### config.mk
export PLATFORM = sky130hd
export DESIGN_NAME = arb_watchdog
export DESIGN_NICKNAME = d
export VERILOG_FILES = /design/src/rtl/mem_port_arbiter_watchdog.sv
export SDC_FILE = /design/constraint.sdc
export NUM_CORES = 1
export LEC_CHECK = 0
export CAP_MARGIN = 10
export CORE_AREA = 2 2 39 41
export DETAILED_ROUTE_END_ITERATION = 10
export DIE_AREA = 0 0 41 43
export PLACE_DENSITY_LB_ADDON = 0.15
export SYNTH_ARGS = -nofsm -noshare
export SYNTH_HDL_FRONTEND = slang
export SYNTH_SLANG_ARGS = --single-unit
### constraint.sdc
create_clock -name clk -period 2.4 [get_ports clk]
set_input_delay 0.6 -clock clk [delete_from_list [all_inputs] [get_ports clk]]
set_output_delay 0.6 -clock clk [all_outputs]
set_load 0.02 [all_outputs]
### src/rtl/mem_port_arbiter_watchdog.sv
// arb_watchdog: counts ACCESS cycles without acknowledge; built only when ARB_TIMEOUT_EN is defined.
// expired is asserted during the LIMIT-th waiting cycle so the abort lands on that cycle's edge.
module arb_watchdog #(
  parameter int LIMIT = 255
) (
  input  logic clk,
  input  logic rst,
  input  logic clear,
  input  logic run,
  output logic expired
);

  localparam int CW = (LIMIT > 255) ? $clog2(LIMIT + 1) : 8;

  logic [CW-1:0] count;

  always_ff @(posedge clk) begin
    if (rst || clear) begin
      count <= '0;
    end else if (run) begin
      count <= count + 1'b1;
    end
  end

  assign expired = run && (count == CW'(LIMIT - 1));

endmodule

# Yosys cells after proc, flatten, opt, wreduce, memory -nomap -nowiden
# Cells that the tools add are included.
# op_classes
n_reduce_logical,2
add_sub_neg,1
n_eq_ne,1
# ops
op,count
$add A8 B1 Y8 const B,1
$eq A8 B8 Y1 const B,1
$logic_and A1 B1 Y1,1
$logic_or A1 B1 Y1,1
# word_totals
input_bits,4
register_bits,8
elab_cells,5

# Longest topological paths before layout
# logic_depth
ltp_word,2
ltp_mapped,4
mapped_depth_nobuf,4

# Worst setup path after synthesis
# OpenSTA, ideal clock, no wires.
# synth_timing
kind,input port to output port
start,input port run
end,output port expired
n_path_buf,1
cell_stages,3
slack_ns,0.698
arrival_time_ns,1.102
cell_sequence,buf_4 -> nand4_1 -> nor2_1
# synth_via
elab_chain_len,1
# synth_lines
element,line,source
from (decl),9,"input logic run,"
$logic_and A1 B1 Y1,25,assign expired = run && (count == CW'(LIMIT - 1));
to (decl),10,output logic expired
# Every way passes these cells.

# Final worst setup path
# Ends and elaborated chain as after synthesis.

==> flow_summary.toml <==
[run_status]
status = "finished clean"

[power]
sequentialPowerShare_pct = 52.9
cellPowerDensity_nw_per_um2 = 578.3
internal_power_uw = 200.6
net-switching-power_uw = 57.73
worst_ir_drop_vdd_v = 0.0001892
power.share.combinational_pct = 5.9
power.clock.fraction_pct = 41.2
leakage_dissipation_nw = 0.1645
p_sw_share_pct = 22.35

[global_route]
grt_antenna_before_repair = 0
vias_in_the_first_global_route = 291
grt.overflow.total = 0
maximum_number_of_pins_on_one_net_before_global_route_repair = 9
grt_first_pass_wirelength_um = 1207
track_usage_pct = 10.97

[sta]
post-route-worst-setup-slack_ns = 0.2157
rsz0062_at_grt = "false"
max_clock_freq_ghz = 0.4578
skew_ns = 0.001493
setup_viol_count_final = 0
slew_headroom_pct = 86.34
max_slew_violations = 0
period_minus_slack_ns = 2.184
final.period_utilization_pct = 91.01
final_hold_viol_count = 0
fin_hold_ws_ns = 0.4849
worst_slew_pin_slew_ns = 0.2047

[layout]
net_count_final = 56
layout_top_registers = "count x8"
num-fill-cells = 161
final_layout_size_suffix_gt1_share_pct = 12.50
largest_register_ffs = 8
biggest_register = "count"
areaGrowthSynthToFinish_pct = 21.02
antenna_cells = 0

[yosys]
ys_top_cells_by_area = "sky130_fd_sc_hd__dfxtp_1 (43%), sky130_fd_sc_hd__xor2_1 (7.1%), sky130_fd_sc_hd__ha_1 (6.8%)"
postSynthCellCount = 42
synth_seq_cells = 8
synthDominantCellAreaShare_pct = 43.39
synth_area_per_cell_um2 = 8.788
post_synth_instance_area_um2 = 369.1
netlist-cell-type-count = 17
syn-num-nets = 48
sequential_share_of_the_synthesized_area_pct = 43.39
synth_top_cell_by_area = "sky130_fd_sc_hd__dfxtp_1"
yosysWarnings = 0

[setup_path]
crit_path_start_kind = "input port"
r2r_cells = 4
sort_of_element_at_the_end_of_the_critical_path = "output port"
criticalPathCategory = "in -> out"
worst-path-max-fanout = 2
timing.critical_path.arrival_ns = 1.58
worstPathRequired_ns = 1.80
ff2ff_setup_slack_ns = 1.17

[drt]
detailedRoute.firstIterationViolations = 1
drt_pass1_iterations = 2
drt_drc_violations_left = 0
drt-vias-per-instance = 4.797
route.detailed.wl_per_inst_um = 10.52
ant_nets = 0
routed_vias = 307
drt_wl_total_um = 673

[clock_tree]
cts_root_buffer = "sky130_fd_sc_hd__clkbuf_4"
clock_tree_from_tritoncts = "built"
clkLatencyLatePin_ns = 0.26
cts.path.max_buffers = 2
numClockSinks = 8
cts_inserted_buffers = 3
postCtsSetupRepairBufs = 0
htree_levels = 1
register_clock_pin_slew_on_the_reported_worst_setup_and_hold_paths_ns = 0.05

[die]
die_w_um = 41
ioPinCount = 5
coreArea_um2 = 1384
initial_core_utilization_pct = 26.67
chipHeight_um = 43
fp.dieArea_um2 = 1763
row_count = 14

[min_path]
min-delay-path-class = "reg -> reg"
worstHoldPathCells = 2

[place]
hpwlAfterDp_um = 517.1
placement.setup.worst_slack_ns = -0.06541
io_buffer_count = 4
finalWeightedCongestion = 0.6640

[run]
max_cap_violations = 0
-- logic make-up (layout without fill, tap and decap cells) --
group           count (synthesis)  in the layout  synth area share, %
simple gates                   18             18                26.10
fa+ha+maj                       2              2                6.779
compound gates                  7              7                10.17
flops                           8              8                43.39
buf+inv                         3              9                4.067
xor+xnor                        4              4                9.493
-- metal layers --
layer / vias to the layer above / global-route usage, % / part of all wire (%) / wire [um]
met5: - / 0 / 0 / 0
met4: 0 / 10.00 / 5.6 / 38
met3: 5 / 4.712 / 3.9 / 26
met2: 6 / 12.19 / 44 / 296
met1: 137 / 14.89 / 47 / 313
li1: 159 / - / - / -
-- stage by stage --
step	cell area [um^2]	TNS, ns	util [%]	power (mW)	cells
after floorplan	369.1	0	-	0.1482	42
after global placement	425.4	-0.06967	30.74	0.1542	61
after detailed placement	425.4	-0.06541	30.74	0.1549	61
after CTS	446.7	0	32.28	0.2622	64
after global routing	446.7	0	32.28	0.2712	64
final	446.7	0	32.28	0.2583	64
-- placed cells by master, fill, tap and decap left out, drive strengths merged --
| cell | count |
|---|---|
| clkdlybuf4s50 | 3 |
| clkbuf | 3 |
| nand2 | 2 |
| xnor2 | 1 |
| nand4 | 4 |
| or3 | 3 |
| nor2 | 6 |
| a21oi | 3 |
| buf | 1 |
| or2 | 1 |
| xor2 | 3 |
| dfxtp | 8 |
| a211oi | 1 |
| o21ai | 3 |
| nand3 | 2 |
| inv | 1 |
| dlygate4sd2 | 1 |
| ha | 2 |
-- Yosys cell counts, drive strengths merged --
| library cell | count |
|---|---|
| a21oi | 3 |
| or2 | 1 |
| nand2 | 2 |
| buf | 1 |
| xor2 | 3 |
| inv | 1 |
| xnor2 | 1 |
| or3 | 3 |
| nand3 | 2 |
| nand4 | 4 |
| clkbuf | 1 |
| ha | 2 |
| nor2 | 6 |
| a211oi | 1 |
| dfxtp | 8 |
| o21ai | 3 |
-- power by group through the flow --
| stage | Clock, mW | Combinational [mW] | Sequential [mW] |
|---|---|---|---|
| floorplan | 0 | 0.00922 | 0.139 |
| global placement | 0 | 0.0149 | 0.139 |
| detailed placement | 0 | 0.0154 | 0.140 |
| CTS | 0.110 | 0.0155 | 0.137 |
| global route | 0.117 | 0.0173 | 0.137 |
| finish | 0.107 | 0.0152 | 0.137 |
-- worst paths after layout --
path                            startpoint  endpoint
worst min-delay path              count[6]  count[6]
worst max-delay path                   run   expired
worst max register to register    count[0]  count[6]
worst min register to register    count[6]  count[6]
-- layout make-up --
type	count	area (um^2)	share of cell area [%]
Inverter	1	3.754	0.8403
Timing Repair Buffer	5	46.29	10.36
Clock buffer	3	22.52	5.042
Multi-Input combinational cell	31	193.9	43.42
Tap cell	16	20.02	4.482
Sequential cell	8	160.2	35.85
-- what timing repair did --
action / 4_1_cts / 5_1_grt
hold buffers: 0 / 0
setup endpoints to repair: 1 / 0
gates resized for setup: 1 / 0
-- worst max-delay path: stages --
cell	delay (ns)
sky130_fd_sc_hd__clkdlybuf4s50_1	0.48
sky130_fd_sc_hd__nand4_1	0.08
sky130_fd_sc_hd__nor2_1	0.09
sky130_fd_sc_hd__dlygate4sd2_1	0.34
Power figures use the tool's default switching activity.
